--- config.mk ---
export PLATFORM = sky130hd
export DESIGN_NAME = game_pace_controller
export DESIGN_NICKNAME = d
export VERILOG_FILES = /design/src/rtl/game_pkg.sv /design/src/rtl/tick_divider.sv /design/src/rtl/game_pace_controller.sv
export SDC_FILE = /design/constraint.sdc
export NUM_CORES = 1
export LEC_CHECK = 0
export ABC_AREA = 1
export ABC_CLOCK_PERIOD_IN_PS = 3900
export BUFFER_PORTS_ARGS = -buffer_cell sky130_fd_sc_hd__buf_4
export CORE_ASPECT_RATIO = 0.75
export CORE_MARGIN = 2
export CORE_UTILIZATION = 50
export DETAILED_ROUTE_END_ITERATION = 7
export PLACE_DENSITY_LB_ADDON = 0.15
export SYNTH_ARGS = -nofsm -noshare
export SYNTH_HDL_FRONTEND = slang
export SYNTH_SLANG_ARGS = --single-unit
--- constraint.sdc ---
create_clock -name clk -period 3.9 [get_ports clk]
set_input_delay 0.39 -clock clk [delete_from_list [all_inputs] [get_ports clk]]
set_output_delay 0.39 -clock clk [all_outputs]
set_load 0.1 [all_outputs]
--- src/rtl/game_pkg.sv ---
// Shared types and constants for the dino game pace controller and its tick dividers.
package game_pkg;

    typedef enum logic [1:0] {
        ST_IDLE = 2'd0,
        ST_PLAY = 2'd1,
        ST_OVER = 2'd2
    } game_state_t;

    localparam int SCORE_W = 14;
    localparam int LEVEL_W = 3;
    // Wide enough for the largest default divider period (3,000,000 cycles).
    localparam int DIV_W   = 22;

    localparam int DEF_SCORE_DIV     = 3000000;
    localparam int DEF_OBST_DIV_BASE = 270000;
    localparam int DEF_OBST_DIV_STEP = 20000;
    localparam int DEF_OBST_DIV_MIN  = 90000;
    localparam int DEF_LEVEL_PTS     = 100;
    localparam int DEF_MAX_LEVEL     = 7;
    localparam int DEF_SCORE_MAX     = 9999;

    // Obstacle period for a given level, clamped to the floor.
    function automatic logic [DIV_W-1:0] obst_period(input logic [LEVEL_W-1:0] lvl,
                                                     input int base,
                                                     input int step,
                                                     input int floor_p);
        int p;
        p = base - int'(lvl) * step;
        if (p < floor_p) p = floor_p;
        return DIV_W'(p);
    endfunction

endpackage

--- src/rtl/tick_divider.sv ---
// Free-running period divider with a registered one-cycle tick; the period is
// re-sampled only at wrap (or while cleared) so a running period is never cut short.
module tick_divider
    import game_pkg::*;
#(
    parameter logic [DIV_W-1:0] RESET_PERIOD = DIV_W'(1)
) (
    input  logic             clk,
    input  logic             rst,
    input  logic             en,
    input  logic             clr,
    input  logic [DIV_W-1:0] period,
    output logic             tick,
    output logic             wrap
);

    logic [DIV_W-1:0] cnt;
    logic [DIV_W-1:0] period_q;

    assign wrap = en && !clr && (cnt == period_q - DIV_W'(1));

    always_ff @(posedge clk or posedge rst) begin
        if (rst) begin
            cnt      <= '0;
            tick     <= 1'b0;
            period_q <= RESET_PERIOD;
        end else if (clr) begin
            cnt      <= '0;
            tick     <= 1'b0;
            period_q <= period;
        end else if (wrap) begin
            cnt      <= '0;
            tick     <= 1'b1;
            period_q <= period;
        end else begin
            tick <= 1'b0;
            if (en) cnt <= cnt + DIV_W'(1);
        end
    end

endmodule

--- src/rtl/game_pace_controller.sv ---
// Game state sequencer and tick scheduler: IDLE/PLAY/OVER FSM, score/level keeping,
// and level-dependent obstacle speed. Optional high-score register under GAME_HISCORE_EN.
module game_pace_controller
    import game_pkg::*;
#(
    parameter int SCORE_DIV     = DEF_SCORE_DIV,
    parameter int OBST_DIV_BASE = DEF_OBST_DIV_BASE,
    parameter int OBST_DIV_STEP = DEF_OBST_DIV_STEP,
    parameter int OBST_DIV_MIN  = DEF_OBST_DIV_MIN,
    parameter int LEVEL_PTS     = DEF_LEVEL_PTS,
    parameter int MAX_LEVEL     = DEF_MAX_LEVEL,
    parameter int SCORE_MAX     = DEF_SCORE_MAX
) (
    input  logic               clk,
    input  logic               rst,
    input  logic               start,
    input  logic               collision,
    output logic [1:0]         state,
    output logic               gameon,
    output logic               score_tick,
    output logic               obstacle_tick,
    output logic [SCORE_W-1:0] score,
`ifdef GAME_HISCORE_EN
    output logic [SCORE_W-1:0] hiscore,
`endif
    output logic [LEVEL_W-1:0] level
);

    localparam int PTS_W = (LEVEL_PTS > 1) ? $clog2(LEVEL_PTS) : 1;
    localparam logic [DIV_W-1:0]   SCORE_P  = DIV_W'(SCORE_DIV);
    localparam logic [DIV_W-1:0]   BASE_P   = DIV_W'(OBST_DIV_BASE);
    localparam logic [SCORE_W-1:0] SCORE_SAT = SCORE_W'(SCORE_MAX);
    localparam logic [LEVEL_W-1:0] LEVEL_SAT = LEVEL_W'(MAX_LEVEL);
    localparam logic [PTS_W-1:0]   PTS_LAST  = PTS_W'(LEVEL_PTS - 1);

    game_state_t state_q, state_d;
    logic [PTS_W-1:0] pts;
    logic [DIV_W-1:0] obst_p;
    logic playing, enter_play, div_clr;
    logic score_wrap, obst_wrap_unused;

    always_ff @(posedge clk or posedge rst) begin
        if (rst) state_q <= ST_IDLE;
        else     state_q <= state_d;
    end

    always_comb begin
        state_d = state_q;
        case (state_q)
            ST_IDLE: if (start)     state_d = ST_PLAY;
            ST_PLAY: if (collision) state_d = ST_OVER;
            ST_OVER: if (start)     state_d = ST_PLAY;
            default:                state_d = ST_IDLE;
        endcase
    end

    assign state      = state_q;
    assign playing    = (state_q == ST_PLAY);
    assign gameon     = playing;
    assign enter_play = !playing && (state_d == ST_PLAY);
    // Collision clears the dividers in the same cycle, which also swallows a coinciding wrap.
    assign div_clr    = !playing || collision;
    assign obst_p     = playing ? obst_period(level, OBST_DIV_BASE, OBST_DIV_STEP, OBST_DIV_MIN)
                                : BASE_P;

    tick_divider #(.RESET_PERIOD(SCORE_P)) u_score_div (
        .clk    (clk),
        .rst    (rst),
        .en     (playing),
        .clr    (div_clr),
        .period (SCORE_P),
        .tick   (score_tick),
        .wrap   (score_wrap)
    );

    tick_divider #(.RESET_PERIOD(BASE_P)) u_obst_div (
        .clk    (clk),
        .rst    (rst),
        .en     (playing),
        .clr    (div_clr),
        .period (obst_p),
        .tick   (obstacle_tick),
        .wrap   (obst_wrap_unused)
    );

    always_ff @(posedge clk or posedge rst) begin
        if (rst) begin
            score <= '0;
            level <= '0;
            pts   <= '0;
        end else if (enter_play) begin
            score <= '0;
            level <= '0;
            pts   <= '0;
        end else if (score_wrap && (score != SCORE_SAT)) begin
            score <= score + SCORE_W'(1);
            if (pts == PTS_LAST) begin
                pts <= '0;
                if (level != LEVEL_SAT) level <= level + LEVEL_W'(1);
            end else begin
                pts <= pts + PTS_W'(1);
            end
        end
    end

`ifdef GAME_HISCORE_EN
    always_ff @(posedge clk or posedge rst) begin
        if (rst)                                        hiscore <= '0;
        else if (playing && collision && score > hiscore) hiscore <= score;
    end
`endif

endmodule

After elaboration in Yosys (flattened, before gate mapping)
Index checks and enable logic that the tools add are counted.
Cells by class
  multiply operators: 1
  equality and inequality tests: 8
  mux-type cells: 28
  add/subtract/negate cells: 8
  reductions and logical operators: 18
  magnitude comparators: 1
Operator list (number)
  $mux W22: 12
  $add A22 B1 Y22 const B: 2
  $eq A22 B22 Y1: 2
  $sub A22 B1 Y22 const B: 2
  $mux W14: 2
  $mux W7: 3
  $lt A20 B18 Y1 const B: 1
  $sub A19 B18 Y20 const A: 1
  $add A14 B1 Y14 const B: 1
  $ne A14 B14 Y1 const B: 1
  $mul A3 B10 Y13 const B: 1
  $mux W3: 4
  $reduce_bool A2 Y1: 5
  $add A7 B1 Y7 const B: 1
  $eq A7 B7 Y1 const B: 1
  $reduce_bool A3 Y1: 2
  $logic_and A1 B1 Y1: 5
  $eq A2 B1 Y1 const B: 2
  $mux W1: 4
  $mux W2: 2
  $pmux W2 S2: 1
  $add A3 B1 Y3 const B: 1
  $ne A3 B3 Y1 const B: 1
  $reduce_and A3 Y1: 1
  5 further kinds: 6
Storage, ports and cells
  flip-flop bits (word level): 116
  word-level logic and storage cells: 74
  output and inout bits: 22
  bits of input ports: 4

Depth between registers and ports, before layout
Gate-level depths: netlist of run 1.
  depth in word-level cells: 9
  depth in mapped cells: 18
  mapped depth without buffers: 18

By module
A second synthesis of run 1 with hierarchy kept.
Unflattened totals
  cells, all modules: 1186
  area, all modules: 8164.1 um2
Modules (own cells, without submodules)
  tick_divider (u_score_div): instances 1, cells an instance 446, area an instance 3051.7 um2, seq. area each 1138.6 um2
  tick_divider (u_obst_div): instances 1, cells an instance 446, area an instance 3049.2 um2, seq. area each 1136.1 um2
  game_pace_controller: instances 1, cells an instance 294, area an instance 2063.2 um2, seq. area each 650.6 um2

Least setup slack after synthesis of run 1
No wires, ideal clock.
  kind: flip-flop to flip-flop
  start: register level[1]
  end: register u_obst_div.period_q[6]
  cell stages (with the launch flop): 15
  path buffers: 0
  data arrival time: 3.300 ns
  clock period less this slack: 3.425 ns
  data required time: 3.775 ns
  setup slack: 0.475 ns
  setup time: 0.125 ns
  path through: dfrtp_1 -> fa_1 -> ha_1 -> fa_1 -> nand2_1 -> inv_1 -> nand3_1 -> xor2_1 -> nand2_1 -> nand2_1 -> nand2_1 -> nand2_1 -> nand3_4 -> nand3_1 -> nand2_1
On the way
  word-level cells in the longest chain between the ends: 7
RTL lines
  start: declaration: RTL line game_pace_controller.sv:26  | output logic [LEVEL_W-1:0] level
  start signal: assignment: RTL line game_pace_controller.sv:99  | if (level != LEVEL_SAT) level <= level + LEVEL_W'(1);
  $mul A3 B10 Y13 *: RTL line game_pkg.sv:29  | p = base - int'(lvl) * step;
  $sub A19 B18 Y20 *: RTL line game_pkg.sv:29
  $lt A20 B18 Y1: RTL line game_pkg.sv:30  | if (p < floor_p) p = floor_p;
  $mux W22 *: RTL line game_pkg.sv:30
  $mux W22 *: RTL line game_pace_controller.sv:63  | assign obst_p = playing ? obst_period(level, OBST_DIV_BASE, OBST_DIV_STEP, OBST_DIV_MIN)
  $mux W22: RTL line tick_divider.sv:31  | end else if (wrap) begin
  $mux W22 *: RTL line tick_divider.sv:27  | end else if (clr) begin
  end signal: assignment: RTL line tick_divider.sv:30  | period_q <= period;
  end signal: assignment: RTL line tick_divider.sv:34  | period_q <= period;
  end: declaration: RTL line tick_divider.sv:18  | logic [DIV_W-1:0] period_q;
Mark *: on every way between the ends. The rest lies on a longest branch, timed or not. The select of a mux whose other input is x is not followed.
A chain may end at the register's enable or synchronous reset.

Worst setup path after layout of run 1
  start: register level[0]
  end: register u_obst_div.period_q[6]
The elaborated chain is that of the path after synthesis.

==> impl_metrics.toml, run 1 <==
[global_routing]
grt_pass1_vias = 4295
grt_max_degree = 38
grt.total_usage_pct = 22.1
antenna_found_initial = 0
grt_overflow = 0
grt_pass1_wl_um = 19700

[sta]
grt_setup_unrepaired = "no"
tightest_slew_ns = 0.522
hold_viol_final = 0
fmaxAchievable_mhz = 324
finalCriticalPeriod_ns = 3.09
finalCritPeriodShare_pct = 79.2
setup_viol = 0
finalClockSkew_ns = 0.00646
slew_headroom_pct = 65.2
slew_viol_final = 0
tns_ns = 0

[clock_tree]
clk_latency_ns = 0.34
cts-htree-levels = 3
post-cts-setup-buffers = 0
cts-resized-gates = 0
numCtsBuffers = 9
clock-sinks = 86
ctsRootBufferMaster = "clkbuf_16"
path_clk_slew_ns = 0.06
cts_tree = "built"
clk_path_buf_depth = 2

[setup_path]
worst-path-buf-inv = 1
cpLargestDelayFamily = "adder cells"
critPathRequiredTime_ns = 4.13
slowest_stage = "dfrtp_1"
slowest_delay_ns = 0.67
crit_fanout = 15
end_kind = "flop"
arrival_ns = 3.32
timing.critical_path.mode_cell = "nand2_1"
r2r-end = "u_obst_div.period_q[6]"
rr_startpoint = "level[0]"
crit_type = "reg -> reg"
crit_path_start_kind = "flop"
reg2reg_depth = 14
ff2ff_setup_slack_ns = 0.81
path_cells = "fa_1 > ha_1 > fa_1 > nand2_1 > inv_1 > nand3_1 > xor2_1 > nand2_1 > nand2_1 > nand2_1 > nand2_1 > nand3_4 > nand3_1 > nand2_1"

[logic_synthesis]
syn_inst = 665
synth_seq_area_share_pct = 41.8
yosys.area.top_type_share_pct = 38.2
syn_nets = 687
async_reset_ff_share_pct = 100
yosys_warnings = 0
synth_cell_types = 45
synth_flop_cell = "dfrtp_1"
syn_avg_cell_area_sq_um = 7.77
synthDominantAreaCellType = "dfrtp_1"
synth_area_leaders = "dfrtp_1 (38%), nand2_1 (10%), inv_1 (6.1%)"
synth_edf_count = 0
synth-seq-cells = 86
syn_area_sq_um = 5170

[pwr]
power_density_nw_per_um2 = 549
p_total_uw = 3200
ir_worst_vdd_mv = 0.302
p_leak_uw = 0.00269

[die]
start_util_pct = 50.8
rows = 32
die_area_sq_um = 11200
die_h_um = 92.1
die_x_um = 121
coreArea_sq_um = 10200
pin_count = 26

[finish]
area_growth_pct = 12.6
utilization_pct = 57.2
final_nets = 720
antenna_cells = 0
drive_gt1_share_pct = 13.5

[drt]
drc = 0
wl_met1_um = 5510
dr_wl_met2_um = 4920
wl_met3_um = 471
top_layer = "met4"
routed_wl_um = 11100
drt-pass1-iter-count = 4
wire_per_inst_um = 13.2
ant_nets = 0
vias_per_cell = 5.28
num_vias = 4424
drt_iter0_drc = 302

[hold_path]
hp-start = "start"
hp-class = "in -> reg"
hold_end = "state[1]"
worstHoldPathCells = 2

[place]
gp_congestion = 0.888
dpl.hpwl_um = 8170
port_buffers = 25

[job]
cap_viol_max_count = 0

[outcome]
status = "complete, no violations"
per-stage QoR:
step / cells / hold slack, ns / worst slack (ns) / area [sq um]
2_1_floorplan: 665 / 0.432 / 0.475 / 5170
3_3_place_gp: 822 / 0.355 / 0.935 / 5510
3_5_place_dp: 822 / 0.355 / 0.852 / 5510
4_1_cts: 838 / 0.242 / 0.825 / 5820
5_1_grt: 838 / 0.263 / 0.573 / 5820
6_report: 838 / 0.257 / 0.810 / 5820
cells in the final DEF (no fill, tap or decap), types with 7 or more instances in the layout:
cell       instances
xor2_1            10
nor2_1            83
nand3_1           45
inv_1             83
nor3_1            22
clkbuf_16          9
o21ai_0           25
a21oi_1           35
buf_4             28
nand2_1          142
inv_2              8
dfstp_2            7
ha_1              15
nand2_2            7
nand4_1           23
dfrtp_1           79
xnor2_1           15
flip-flops by register name (all words and copies together) (netlist names):
| register | count |
|---|---|
| u_obst_div.period_q | 14 |
| state | 2 |
| score | 14 |
| u_obst_div.tick | 1 |
| pts | 7 |
| u_score_div.cnt | 22 |
| u_score_div.tick | 1 |
| u_obst_div.cnt | 22 |
| level | 3 |
layout make-up:
type / instances / area (sq um)
Clock buffer: 12 / 256
Fill cell: 939 / 4350
Tap cell: 136 / 170
Sequential cell: 86 / 2160
Multi-Input combinational cell: 480 / 2620
Clock inverter: 3 / 43.8
Timing Repair Buffer: 29 / 220
Inverter: 92 / 347
how the worst max path moves through the flow:
stage	to	slack, ns	depth (start not counted)	from
floorplan	u_obst_div.period_q[6]	0.47	14	level[1]
global placement	u_obst_div.period_q[6]	0.94	14	level[0]
detailed placement	u_obst_div.period_q[6]	0.85	14	level[0]
CTS	u_obst_div.period_q[6]	0.83	14	level[0]
global route	u_obst_div.period_q[6]	0.57	15	level[0]
finish	u_obst_div.period_q[6]	0.81	14	level[0]
kinds of logic (layout without fill, tap and decap cells):
kind of cell | count (synthesis) | after routing | share of synthesized area (%)
AOI/OAI and AO/OA | 75 | 75 | 7.89
DFF | 86 | 86 | 41.8
and+or+nand+nor | 361 | 361 | 33.5
xor gates and xnor gates | 26 | 26 | 4.55
adders and majority gates | 18 | 18 | 4.79
buffers and inverters | 99 | 136 | 7.48
synthesized netlist by cell type, types with 7 or more instances:
cell type	instances
o21ai_0	25
dfstp_2	7
ha_1	15
nand2_1	142
nand2_2	7
nor2_1	83
inv_2	8
dfrtp_1	79
inv_1	84
nand4_1	23
xnor2_1	15
nor3_1	22
xor2_1	10
nand3_1	45
a21oi_1	35
power by group:
| part | total (uW) | switching [uW] | internal, uW |
|---|---|---|---|
| sequential | 1100 | 106 | 994 |
| combinational | 1220 | 845 | 373 |
| clock | 878 | 350 | 528 |
| total | 3200 | 1300 | 1900 |
what timing repair did:
action,4_1_cts,5_1_grt
endpoints found under the hold margin,16,0
endpoints found under the setup margin,0,0
hold buffers,1,0
metal layers:
metal | track usage, % | vias up
met5 | 0 | -
met4 | 7.85 | 0
met3 | 4.42 | 16
met2 | 33.4 | 92
met1 | 31.6 | 2075
li1 | - | 2241
Note: power is estimated with default switching activity, not from simulation.
==> inputs of run 2 (changes only) <==
--- a/config.mk
+++ b/config.mk
@@ -6,7 +6,7 @@
 export NUM_CORES = 1
 export LEC_CHECK = 0
 export ABC_AREA = 1
-export ABC_CLOCK_PERIOD_IN_PS = 3900
+export ABC_CLOCK_PERIOD_IN_PS = 2730
 export BUFFER_PORTS_ARGS = -buffer_cell sky130_fd_sc_hd__buf_4
 export CORE_ASPECT_RATIO = 0.75
 export CORE_MARGIN = 2
==> constraint.sdc (replaced) <==
create_clock -name clk -period 2.73 [get_ports clk]
set_input_delay 0.273 -clock clk [delete_from_list [all_inputs] [get_ports clk]]
set_output_delay 0.273 -clock clk [all_outputs]
set_load 0.1 [all_outputs]
==> run 2 against run 1 <==
Compared with the run above:
- critical path type unchanged
- fmax rose by 13%
- highest routed layer unchanged
- count of clock-buffer cells in the layout down 1
- non-clock buffer count increased by 10
- hold slack got worse by 0.11 ns
- final cell count is 1.4% higher
- largest power group unchanged
==> impl_metrics.toml, run 2 (same netlist as run 1, synthesis figures left out) <==
[drt]
drt-pass1-iter-count = 5
num_vias = 4469
drt_iter0_drc = 188
vias_per_cell = 5.26
drc = 0
ant_nets = 0
routed_wl_um = 11100
wire_per_inst_um = 13.0

[finish]
top_regs = "u_obst_div.cnt (22), u_score_div.cnt (22)"
antenna_cells = 0
most-common-layout-cells = "nand2_1 (139), inv_1 (83), nor2_1 (82)"
utilization_pct = 58.9
final_nets = 731
area_growth_pct = 16.0
fin_area_sq_um = 5990
final_common_cell = "nand2_1"
drive_gt1_share_pct = 17.6

[pwr]
p_comb_share_pct = 43.8
p_total_uw = 4900
pwr-share-seq_pct = 31.0
p_sw_share_pct = 41.1
ir_worst_vdd_mv = 0.373
p_switching_uw = 2020
clkPwrFrac_pct = 25.2
p_leak_uw = 0.00275
power_density_nw_per_um2 = 818
p_int_uw = 2890

[sta]
hold_slack_ns = 0.146
finalCritPeriodShare_pct = 99.8
slew_headroom_pct = 67.4
slew_viol_final = 0
tns_ns = 0
finalCriticalPeriod_ns = 2.73
finalClockSkew_ns = 0.00854
grt_setup_unrepaired = "yes"
setup_viol = 0
hold_viol_final = 0
fmaxAchievable_mhz = 367
tightest_slew_ns = 0.488

[clock_tree]
clk_latency_ns = 0.34
ctsRootBufferMaster = "clkbuf_16"
clock-sinks = 86
clk_path_buf_depth = 2
numCtsBuffers = 9
cts-htree-levels = 3
cts_tree = "built"
path_clk_slew_ns = 0.06

[place]
dpl.hpwl_um = 8120
gp_congestion = 0.913
port_buffers = 25
place_area_sq_um = 5570

[global_routing]
grt_pass1_vias = 4290
grt.total_usage_pct = 21.8
grt_overflow = 0
grt_max_degree = 38
grt_pass1_wl_um = 19700
antenna_found_initial = 0

[die]
die_area_sq_um = 11200
rows = 32
die_x_um = 121
pin_count = 26
coreArea_sq_um = 10200
die_h_um = 92.1
start_util_pct = 50.8

[setup_path]
cpLargestDelayFamily = "adder cells"
path_cells = "fa_1 > ha_2 > fa_1 > nand2_1 > inv_1 > nand3_2 > inv_1 > nor2_2 > nand3_1 > nand2_1 > nand2_4 > nand3_4 > nand2_1 > a21oi_2"
crit_type = "reg -> reg"
slowest_stage = "fa_1"
worst-path-buf-inv = 2
slowest_delay_ns = 0.56
arrival_ns = 3.00
crit_fanout = 5
crit_path_start_kind = "flop"
critPathRequiredTime_ns = 3.00
end_kind = "flop"
timing.critical_path.mode_cell = "nand2_1"

[job]
cap_viol_max_count = 0

[hold_path]
hp-class = "in -> reg"

[outcome]
status = "complete, no violations"
## run 2: cell types whose count changed in the layout (fill, tap and decap cells not counted), moves of 2 or more
| cell | previous run | this run |
|---|---|---|
| buf_4 | 28 | 37 |
| a21oi_1 | 35 | 29 |
| a21oi_2 | 0 | 6 |
| dfrtp_1 | 79 | 75 |
| dfrtp_2 | 0 | 4 |
| nand2_1 | 142 | 139 |
| clkinvlp_4 | 0 | 2 |
| nand2_2 | 7 | 9 |
| nand3_1 | 45 | 43 |
| nand3_2 | 3 | 5 |
## run 2: cell type report
cell class	instances	area, sq um
repair buffers	39	308
multi-input cells	481	2700
inverters	92	347
flip-flops and latches	86	2170
clock inverters	5	58.8
fillers	953	4180
clock buffers	11	243
well taps	136	170
## run 2: final timing paths
kind / startpoint / cells after the start / slack (ns) / endpoint
min: start / 2 / 0.15 / state[1]
min reg2reg: u_obst_div.cnt[0] / 1 / 0.47 / u_obst_div.cnt[0]
max reg2reg: level[1] / 14 / 0.005 / u_obst_div.period_q[5]
max: level[1] / 14 / 0.005 / u_obst_div.period_q[5]
min in group asynchronous: rst / 3 / 0.50 / u_score_div.tick
max in group asynchronous: rst / 4 / 1.53 / level[0]
## run 2: per-stage QoR
step | std cells | worst slack (ns)
6_report | 850 | 0.00491
5_1_grt | 850 | -0.186
4_1_cts | 847 | 0.000629
3_5_place_dp | 827 | -0.0246
3_3_place_gp | 827 | 0.0695
2_1_floorplan | 665 | -0.217
## run 2: per-layer routing
metal  up-vias  share of wire, %  routed length (um)  track usage [%]
li1       2256                 -                   -                -
met1      2137                49                5400             30.8
met2        68                47                5160             34.5
met3         8               3.6                 400             4.48
met4         0               1.0                 112             5.56
met5         -                 0                   0                0
## run 2: power groups by stage
stage	clock network, uW	logic [uW]	registers (uW)
final	1240	2150	1520
after global routing	1310	2380	1540
after CTS	1270	2000	1520
after detailed placement	0	1860	1540
after global placement	0	1830	1540
after floorplan	0	1220	1770
## run 2: worst reg2reg max path: stages (launching register included)
cell and delay, ns:
dfrtp_2 0.42, fa_1 0.56, ha_2 0.19, fa_1 0.44, nand2_1 0.11, inv_1 0.07
nand3_2 0.09, inv_1 0.06, nor2_2 0.13, nand3_1 0.09, nand2_1 0.11, nand2_4 0.09
nand3_4 0.11, nand2_1 0.07, a21oi_2 0.13
## run 2: repair_timing
| item | in CTS | in global routing |
|---|---|---|
| buffers inserted | 2 | 3 |
| endpoints found under the hold margin | 26 | 0 |
| hold buffers | 1 | 0 |
| setup endpoints to repair | 2 | 13 |
| pin swaps | 2 | 6 |
| cloned | 1 | 0 |
| resized for setup | 5 | 9 |
==> inputs of run 3 (changes only) <==
--- a/config.mk
+++ b/config.mk
@@ -15,4 +15,5 @@
 export PLACE_DENSITY_LB_ADDON = 0.15
 export SYNTH_ARGS = -nofsm -noshare
 export SYNTH_HDL_FRONTEND = slang
+export SYNTH_HIERARCHICAL = 1
 export SYNTH_SLANG_ARGS = --single-unit
==> run 3 against run 2 <==
Compared with the run above:
- the run now ends with setup timing left
- synthesized cell count rose by 78%
- first-iteration DRC count rose by 120%
- largest power group unchanged
- utilization rose by 2.4 points
- clock skew rose by 0.0076 ns
- clock power rose by 100%
- fmax fell by 8.4%
- area after synthesis rose by 58%
- largest cell class unchanged
- final cell count rose by 77%
- critical path type unchanged
- setup slack got worse by 0.25 ns
- cell area rose by 64%
==> impl_metrics.toml, run 3 <==
[pwr]
p_int_uw = 4850
clkPwrFrac_pct = 31.2
p_switching_uw = 3130
p_comb_share_pct = 41.0
power_density_nw_per_um2 = 813
pwr-share-seq_pct = 27.9
ir_worst_vdd_mv = 0.456
p_leak_uw = 0.00491
p_sw_share_pct = 39.2

[setup_path]
r2r-end = "u_obst_div/period_q[14]"
crit_fanout = 5
arrival_ns = 3.32
critPathRequiredTime_ns = 3.08
crit_type = "reg -> reg"
reg2reg_depth = 15
end_kind = "flop"
rr_startpoint = "level[1]"
crit_path_start_kind = "flop"
ff2ff_setup_slack_ns = -0.24

[die]
rows = 40
die_h_um = 115
pin_count = 26
die_x_um = 152
start_util_pct = 51.0
coreArea_sq_um = 16000
die_area_sq_um = 17400

[drt]
vias_per_cell = 5.03
top_layer = "met4"
wire_per_inst_um = 13.2
wl_met3_um = 795
wl_met1_um = 9910
drc = 0
drt_iter0_drc = 419
dr_wl_met2_um = 8870
routed_wl_um = 19900
ant_nets = 0
drt-pass1-iter-count = 5
num_vias = 7567

[place]
place_worst_setup_slack_ns = -0.158
port_buffers = 25
dpl.hpwl_um = 14300
place_inst = 1466
place_area_sq_um = 9000
gp_congestion = 0.878

[sta]
tightest_slew_ns = 1.01
fmaxAchievable_mhz = 336
slew_headroom_pct = 32.9
setup_ws_ns = -0.244
grt_setup_unrepaired = "yes"
tns_ns = -2.43
slew_viol_final = 0
finalCritPeriodShare_pct = 109
hold_slack_ns = 0.151
finalCriticalPeriod_ns = 2.97
hold_viol_final = 0
setup_viol = 13
finalClockSkew_ns = 0.0162

[global_routing]
grt_max_degree = 46
antenna_found_initial = 0
grt_pass1_wl_um = 34700
grt_overflow = 0
grt.total_usage_pct = 25.0
grt_pass1_vias = 7418

[clock_tree]
cts-htree-levels = 4
ctsRootBufferMaster = "clkbuf_16"
path_clk_slew_ns = 0.06
numCtsBuffers = 17
clock-sinks = 116
clk_latency_ns = 0.43
clk_path_buf_depth = 2
cts_tree = "built"

[outcome]
status = "finished with violations"
violations = "setup timing"

[finish]
area_growth_pct = 20.4
final_common_cell = "nand2_1"
drive_gt1_share_pct = 15.1
most-common-layout-cells = "nand2_1 (369), nor2_1 (154), inv_1 (135)"
fin_cells = 1504
final_nets = 1305
antenna_cells = 0
fin_area_sq_um = 9820

[logic_synthesis]
syn_inst = 1185
syn_area_sq_um = 8160
yosys_warnings = 6
syn_avg_cell_area_sq_um = 6.89

[job]
cap_viol_max_count = 0

[hold_path]
hp-start = "start"
hold_end = "state[1]"
worstHoldPathCells = 4
hp-class = "in -> reg"
[run 3: power by group through the flow]
stage / Combinational (uW) / Sequential, uW / Clock [uW]
floorplan: 1940 / 2440 / 0
global placement: 2890 / 2250 / 0
detailed placement: 2940 / 2250 / 0
CTS: 3110 / 2220 / 2530
global route: 3620 / 2260 / 2600
finish: 3270 / 2230 / 2490
[run 3: worst max-delay path: stages (launching register included)]
cell and delay, ns:
dfrtp_4 0.48, fa_1 0.48, ha_2 0.21, fa_1 0.54, nand2_2 0.10, inv_2 0.08
nand3_4 0.07, xor2_2 0.16, nand2_1 0.09, nand2_1 0.09, nand2_1 0.07, nand2_2 0.11
nand3_4 0.13, a21oi_2 0.17, nand2_1 0.07, nand2_1 0.05
[run 3: area by class of cell]
cell class | instances | area [sq um]
repair buffers | 67 | 547
clock inverters | 9 | 175
clock buffers | 23 | 478
fillers | 1508 | 6190
inverters | 143 | 539
well taps | 210 | 263
multi-input cells | 936 | 4880
flip-flops and latches | 116 | 2940
[run 3: per-layer routing]
metal / track usage (%) / vias up
met5: 0 / -
met4: 8.15 / 0
met3: 5.02 / 29
met2: 39.2 / 146
met1: 34.9 / 3514
li1: - / 3878
[run 3: timing repair]
action | in CTS | in global routing
buffers inserted | 2 | 2
hold buffers | 1 | 0
gates resized for setup | 6 | 24
setup endpoints to repair | 13 | 38
cloned | 1 | 0
endpoints found under the hold margin | 11 | 0
pin swaps | 1 | 3
[run 3: metrics by stage]
step / power (uW) / utilization [%]
5_1_grt: 8480 / 61.3
2_1_floorplan: 4370 / -
4_1_cts: 7860 / 60.6
3_3_place_gp: 5140 / 56.2
6_report: 7990 / 61.3
3_5_place_dp: 5180 / 56.2
[run 3: worst max path at each step]
stage,slack (ns),depth (start not counted),from,endpoint
final,-0.24,15,level[1],u_obst_div/period_q[14]
after global routing,-0.41,16,level[1],u_obst_div/period_q[6]
after CTS,-0.14,16,level[1],u_obst_div/period_q[6]
after detailed placement,-0.16,16,level[1],u_obst_div/period_q[6]
after global placement,-0.1,16,level[1],u_obst_div/period_q[6]
after floorplan,-0.18,16,level[1],u_obst_div/period_q[13]
